[config.mk]
export PLATFORM = sky130hd
export DESIGN_NAME = alu_arbiter_flat
export DESIGN_NICKNAME = d
export VERILOG_FILES = /design/src/rtl/alu_arbiter_if.sv /design/src/rtl/alu_arbiter.sv /design/src/flat_wrapper.sv
export SDC_FILE = /design/constraint.sdc
export NUM_CORES = 1
export LEC_CHECK = 0
export ABC_AREA = 1
export BUFFER_PORTS_ARGS = -buffer_cell sky130_fd_sc_hd__buf_2
export CAP_MARGIN = 15
export CORE_AREA = 2 2 166 168
export CTS_CLUSTER_DIAMETER = 40
export DETAILED_ROUTE_END_ITERATION = 8
export DIE_AREA = 0 0 168 170
export PLACE_DENSITY = 0.82
export SLEW_MARGIN = 20
export SYNTH_ARGS = -nofsm -noshare
export SYNTH_HDL_FRONTEND = slang
export SYNTH_SLANG_ARGS = --single-unit
export TNS_END_PERCENT = 1
[constraint.sdc]
create_clock -name clk -period 3.2 [get_ports clk]
set_input_delay 0.16 -clock clk [delete_from_list [all_inputs] [get_ports clk]]
set_output_delay 0.16 -clock clk [all_outputs]
set_load 0.05 [all_outputs]
[src/rtl/alu_arbiter_if.sv]
// Request/response channel pair for one alu_arbiter client port.
// The arbiter takes the slave side; the issuing client takes the master side.
interface alu_arbiter_if #(
    parameter int unsigned DATA_W = 32,
    parameter int unsigned SEL_W  = 4
);
    logic              req_valid;
    logic              req_ready;
    logic [SEL_W-1:0]  req_sel;
    logic [DATA_W-1:0] req_a;
    logic [DATA_W-1:0] req_b;
    logic              rsp_valid;
    logic              rsp_ready;
    logic [DATA_W-1:0] rsp_data;

    modport master (
        output req_valid, req_sel, req_a, req_b, rsp_ready,
        input  req_ready, rsp_valid, rsp_data
    );

    modport slave (
        input  req_valid, req_sel, req_a, req_b, rsp_ready,
        output req_ready, rsp_valid, rsp_data
    );
endinterface

[src/rtl/alu_arbiter.sv]
// Two-port arbiter sharing one 32-bit Alu: IDLE (grant) -> EXEC -> RESP.
// Define ALU_ARB_RR_EN for round-robin arbitration; otherwise port 0 has fixed priority.

// 32-bit Alu, sel = {funct7[5], funct3}; undefined codes yield 0.
module alu (
    input  logic [3:0]  sel,
    input  logic [31:0] a,
    input  logic [31:0] b,
    output logic [31:0] y
);
    always_comb begin
        y = '0;
        case (sel)
            4'b0000: y = a + b;
            4'b1000: y = a - b;
            4'b0001: y = a << b[4:0];
            4'b0010: y = 32'($signed(a) < $signed(b));
            4'b0011: y = 32'(a < b);
            4'b0100: y = a ^ b;
            4'b0101: y = a >> b[4:0];
            4'b1101: y = $signed(a) >>> b[4:0];
            4'b0110: y = a | b;
            4'b0111: y = a & b;
            default: y = '0;
        endcase
    end
endmodule

module alu_arbiter #(
    parameter int unsigned DATA_W = 32,
    parameter int unsigned SEL_W  = 4
) (
    input  logic         clk,
    input  logic         rst_n,
    alu_arbiter_if.slave port0,
    alu_arbiter_if.slave port1
);
    typedef enum logic [1:0] {
        IDLE = 2'd0,
        EXEC = 2'd1,
        RESP = 2'd2
    } state_t;

    localparam logic [SEL_W-1:0] SEL_SLL = SEL_W'(4'b0001);
    localparam logic [SEL_W-1:0] SEL_SRL = SEL_W'(4'b0101);
    localparam logic [SEL_W-1:0] SEL_SRA = SEL_W'(4'b1101);

    state_t            state;
    logic              last_grant;
    logic              owner;
    logic [SEL_W-1:0]  op_sel;
    logic [DATA_W-1:0] op_a;
    logic [DATA_W-1:0] op_b;
    logic [DATA_W-1:0] result;
    logic              rsp0_valid;
    logic              rsp1_valid;

    logic              any_req_c;
    logic              grant_c;
    logic [SEL_W-1:0]  sel_c;
    logic [DATA_W-1:0] a_c;
    logic [DATA_W-1:0] b_raw_c;
    logic [DATA_W-1:0] b_c;
    logic              is_shift_c;
    logic              rsp_ready_c;
    logic [DATA_W-1:0] alu_y_c;

    // Arbitration: grant_c is the winning port index when any request is valid.
    always_comb begin
        any_req_c = port0.req_valid | port1.req_valid;
`ifdef ALU_ARB_RR_EN
        if (port0.req_valid && port1.req_valid) begin
            grant_c = ~last_grant;
        end else begin
            grant_c = ~port0.req_valid;
        end
`else
        grant_c = ~port0.req_valid;
`endif
    end

    // Winning payload; shift amounts keep only the low five bits of b.
    always_comb begin
        sel_c      = grant_c ? port1.req_sel : port0.req_sel;
        a_c        = grant_c ? port1.req_a   : port0.req_a;
        b_raw_c    = grant_c ? port1.req_b   : port0.req_b;
        is_shift_c = (sel_c == SEL_SLL) || (sel_c == SEL_SRL) || (sel_c == SEL_SRA);
        b_c        = is_shift_c ? DATA_W'(b_raw_c[4:0]) : b_raw_c;
        rsp_ready_c = owner ? port1.rsp_ready : port0.rsp_ready;
    end

    alu u_alu (
        .sel (op_sel),
        .a   (op_a),
        .b   (op_b),
        .y   (alu_y_c)
    );

    assign port0.req_ready = rst_n && (state == IDLE) && any_req_c && !grant_c;
    assign port1.req_ready = rst_n && (state == IDLE) && any_req_c &&  grant_c;
    assign port0.rsp_valid = rsp0_valid;
    assign port1.rsp_valid = rsp1_valid;
    assign port0.rsp_data  = result;
    assign port1.rsp_data  = result;

    always_ff @(posedge clk) begin
        if (!rst_n) begin
            state      <= IDLE;
            last_grant <= 1'b1;
            owner      <= 1'b0;
            op_sel     <= '0;
            op_a       <= '0;
            op_b       <= '0;
            result     <= '0;
            rsp0_valid <= 1'b0;
            rsp1_valid <= 1'b0;
        end else begin
            case (state)
                IDLE: begin
                    if (any_req_c) begin
                        op_sel     <= sel_c;
                        op_a       <= a_c;
                        op_b       <= b_c;
                        owner      <= grant_c;
                        last_grant <= grant_c;
                        state      <= EXEC;
                    end
                end
                EXEC: begin
                    result     <= alu_y_c;
                    rsp0_valid <= ~owner;
                    rsp1_valid <=  owner;
                    state      <= RESP;
                end
                RESP: begin
                    // Response held until the owning port consumes it.
                    if (rsp_ready_c) begin
                        rsp0_valid <= 1'b0;
                        rsp1_valid <= 1'b0;
                        state      <= IDLE;
                    end
                end
                default: begin
                    state <= IDLE;
                end
            endcase
        end
    end

    // While an op is in flight its owner is always the most recent grant.
    a_owner_is_last_grant: assert property (@(posedge clk) disable iff (!rst_n)
        (state != IDLE) |-> (owner == last_grant));

    a_ready_exclusive: assert property (@(posedge clk) disable iff (!rst_n)
        !(port0.req_ready && port1.req_ready));
endmodule

[src/flat_wrapper.sv]
// flat-port wrapper written by rule: the top's interface ports become plain ports
module alu_arbiter_flat 
#(
    parameter int unsigned DATA_W = 32,
    parameter int unsigned SEL_W  = 4
)
  (clk, rst_n, port0_req_valid, port0_req_sel, port0_req_a, port0_req_b, port0_rsp_ready, port0_req_ready, port0_rsp_valid, port0_rsp_data, port1_req_valid, port1_req_sel, port1_req_a, port1_req_b, port1_rsp_ready, port1_req_ready, port1_rsp_valid, port1_rsp_data);
  alu_arbiter_if #(.DATA_W(DATA_W), .SEL_W(SEL_W)) port0_i ();
  alu_arbiter_if #(.DATA_W(DATA_W), .SEL_W(SEL_W)) port1_i ();
  input  logic clk;
  input  logic rst_n;
  input wire logic [$bits(port0_i.req_valid)-1:0] port0_req_valid;
  input wire logic [$bits(port0_i.req_sel)-1:0] port0_req_sel;
  input wire logic [$bits(port0_i.req_a)-1:0] port0_req_a;
  input wire logic [$bits(port0_i.req_b)-1:0] port0_req_b;
  input wire logic [$bits(port0_i.rsp_ready)-1:0] port0_rsp_ready;
  output wire logic [$bits(port0_i.req_ready)-1:0] port0_req_ready;
  output wire logic [$bits(port0_i.rsp_valid)-1:0] port0_rsp_valid;
  output wire logic [$bits(port0_i.rsp_data)-1:0] port0_rsp_data;
  input wire logic [$bits(port1_i.req_valid)-1:0] port1_req_valid;
  input wire logic [$bits(port1_i.req_sel)-1:0] port1_req_sel;
  input wire logic [$bits(port1_i.req_a)-1:0] port1_req_a;
  input wire logic [$bits(port1_i.req_b)-1:0] port1_req_b;
  input wire logic [$bits(port1_i.rsp_ready)-1:0] port1_rsp_ready;
  output wire logic [$bits(port1_i.req_ready)-1:0] port1_req_ready;
  output wire logic [$bits(port1_i.rsp_valid)-1:0] port1_rsp_valid;
  output wire logic [$bits(port1_i.rsp_data)-1:0] port1_rsp_data;
  assign port0_i.req_valid = port0_req_valid;
  assign port0_i.req_sel = port0_req_sel;
  assign port0_i.req_a = port0_req_a;
  assign port0_i.req_b = port0_req_b;
  assign port0_i.rsp_ready = port0_rsp_ready;
  assign port0_req_ready = port0_i.req_ready;
  assign port0_rsp_valid = port0_i.rsp_valid;
  assign port0_rsp_data = port0_i.rsp_data;
  assign port1_i.req_valid = port1_req_valid;
  assign port1_i.req_sel = port1_req_sel;
  assign port1_i.req_a = port1_req_a;
  assign port1_i.req_b = port1_req_b;
  assign port1_i.rsp_ready = port1_rsp_ready;
  assign port1_req_ready = port1_i.req_ready;
  assign port1_rsp_valid = port1_i.rsp_valid;
  assign port1_rsp_data = port1_i.rsp_data;
  alu_arbiter #(.DATA_W(DATA_W), .SEL_W(SEL_W)) u_core (.clk(clk), .rst_n(rst_n), .port0(port0_i), .port1(port1_i));
endmodule
==> impl_metrics.yaml <==
outcome:
  status: "complete, but fails checks"
  violations: "negative hold slack"
sta:
  fmax_mhz: 330
  rsz0062_at_grt: "false"
  slew_headroom: 0.368
  tightest_slew_ns: 0.947
  setup-tns-final_ns: 0
  maxSlewViolCount: 0
  fin_ws_ns: 0.171
  final_hold_viol_count: 3
  fin_crit_ns: 3.03
  clock-skew-final_ns: 0.0159
  finalCritPeriodShare: 0.947
  finalSetupViolations: 0
  fin_hold_ws_ns: -0.00795
cts:
  clockBufferDepth: 2
  ctsResizeCount: 0
  clkTransAtPathRegs_ns: 0.09
  root_buffer: "clkbuf_16"
  cts_tree: "built"
  clock_latency_ns: 0.38
  cts_buffers: 9
  clock-sinks: 105
  htree_levels: 3
routing:
  vias: 19100
  drt_first_pass_iters: 6
  wl_per_cell_um: 23.0
  ant_nets: 0
  viasPerCell: 6.21
  drt_iter0_drc: 3032
  wirelength_mm: 70.6
  drc: 0
finish:
  fillers: 2823
  num_antenna_cells: 0
  multiInputGateArea_mm2: 0.0102
  seqCellArea_mm2: 0.00211
  syn2layout_area_growth_pct: 10.0
  drive_gt1_frac: 0.127
  fin_util: 0.596
  nNetsFinal: 2972
global_routing:
  grt_antenna_before_repair: 3
  grt_pass1_wl_mm: 104
  grt_usage: 0.483
  gr-usage-met1: 0.617
  grt_use_met3: 0.135
  grt_max_degree: 73
  grt_pass1_vias: 16900
  grt_overflow_total: 0
  grt_busiest_layer: "met2"
  grt_use_met2: 0.704
synthesis:
  yosysTopAreaCellShare: 0.231
  ys_seq_elements: 105
  synthTopCellsByCount: "nand2_1 (889), nand3_1 (443), inv_1 (313)"
  synth_top_cell_by_area: "nand2_1"
  avgSynthCellArea_um2: 5.56
  synth_edf_count: 0
  synthTopCellsByArea: "nand2_1 (23%), nand3_1 (15%), dfxtp_1 (15%), ha_1 (8.5%), inv_1 (8.1%)"
  syn-num-nets: 2843
  ys_seq_area_frac: 0.145
  synth_most_common_cell: "nand2_1"
  syn-cell-area_mm2: 0.0144
  ys_types: 55
  synth_cells: 2601
  ys.flop_type: "dfxtp_1"
  async_flop_share: 0
  yosysWarnings: 0
worst_setup_path:
  timing.rr.end: "u_core.port0.rsp_data[18]"
  r2r_slack_ns: 0.17
  cp.required_ns: 3.43
  reg2reg_depth: 14
  timing.rr.start: "u_core.op_a[15]"
  cp_max_fo: 10
  cp.arrival_ns: 3.26
  cp-start-kind: "register"
  crit_path_end_kind: "register"
  path_class: "register to register"
pwr:
  max-vdd-ir-drop_uv: 245
  finalPower_uw: 7150
  power.leakage_uw: 0.00845
  powerDensity_mw_per_mm2: 450
  pwr-share-clk: 0.165
  power_switching_uw: 3960
  internal_power_uw: 3190
  p_comb_frac: 0.614
  p_sw_frac: 0.553
  pwr-share-seq: 0.222
placed_design:
  place_hpwl_mm: 56.7
  port_buffers: 209
  pre_cts_ws_ns: 0.383
  gp_congestion: 1.10
floorplanning:
  core_mm2: 0.0267
  pin_count: 210
  die_w_um: 168
  die_h_um: 170
  rows: 60
  start_util: 0.542
  fp.dieArea_mm2: 0.0286
run:
  drv_cap: 0
min_path:
  hold_path_startpoint: "port0_req_b[1]"
  whs_endpoint: "u_core.op_b[1]"
  holdPathStages: 3
  holdCritPathClass: "input pin to register"
cell type report:
class,count,area share
multi-input cells,2011,0.642
repair buffers,274,0.102
well taps,341,0.0268
flip-flops and latches,105,0.132
clock inverters,6,0.00394
inverters,329,0.0786
clock buffers,10,0.0144
cell families after synthesis:
kind of cell	synth area share
compound gates	0.137
xor+xnor	0.00182
fa+ha+maj	0.0876
buf+inv	0.149
flops	0.145
mux	0.00139
simple gates	0.478
placed cells by master (no fill, tap or decap), drive strengths merged, types with 48 or more instances in the layout:
cell type,netlist,final
dfxtp,105,105
a21oi,99,99
ha,98,98
o211ai,56,56
inv,327,330
nor2,173,173
o22ai,48,48
nand2,899,899
buf,128,271
o21ai,58,58
nand3,443,443
power by group through the flow:
| stage | clock [µW] | sequential, µW | combinational (µW) |
|---|---|---|---|
| 3_3_place_gp | 0 | 1600 | 4140 |
| 4_1_cts | 1170 | 1580 | 4180 |
| 5_1_grt | 1210 | 1600 | 4670 |
| 6_report | 1180 | 1590 | 4390 |
| 2_1_floorplan | 0 | 1680 | 2740 |
| 3_5_place_dp | 0 | 1610 | 4160 |
flip-flops by register name, summed over array words and instances (netlist names):
name	cells
u_core.port0.rsp_data	32
u_core.port1.rsp_valid	1
u_core.state	2
u_core.op_b	32
u_core.port0.rsp_valid	1
u_core.op_a	32
u_core.op_sel	4
u_core.owner	1
worst max path at each step:
stage / start / to / cells after the start
global route: u_core.op_b[0] / u_core.port0.rsp_data[19] / 14
CTS: u_core.op_a[15] / u_core.port0.rsp_data[18] / 14
floorplan: u_core.op_b[4] / u_core.port0.rsp_data[30] / 17
detailed placement: u_core.op_a[15] / u_core.port0.rsp_data[18] / 14
global placement: u_core.op_a[13] / u_core.port0.rsp_data[31] / 15
finish: u_core.op_a[15] / u_core.port0.rsp_data[18] / 14
through the flow:
step | area, µm² | std cells
3_5_place_dp | 15600 | 3057
4_1_cts | 15900 | 3076
2_1_floorplan | 14400 | 2601
3_3_place_gp | 15600 | 3057
6_report | 15900 | 3076
5_1_grt | 15900 | 3076
per-layer routing:
layer  wire [µm]  share of wire
met1       26800           0.38
met2       27900           0.40
met3       10100           0.14
met4        5830          0.083
met5          13        0.00018
repair_timing:
| action | CTS | global route |
|---|---|---|
| hold buffers | 3 | 0 |
| endpoints found under the hold margin | 3 | 0 |
| buffers inserted | 0 | 0 |
worst max-delay path: stages, from the launching register on:
cell and delay (ns):
dfxtp_1 0.47, inv_1 0.12, ha_1 0.57, nand2_1 0.14, nor2_1 0.27, inv_1 0.07
nor2_1 0.18, nand4_1 0.21, nand3_1 0.14, nand2_1 0.06, nand3_1 0.08, nand2_1 0.06
o21ai_1 0.29, buf_4 0.17, a21oi_1 0.05
Power figures use the tool's default switching activity.
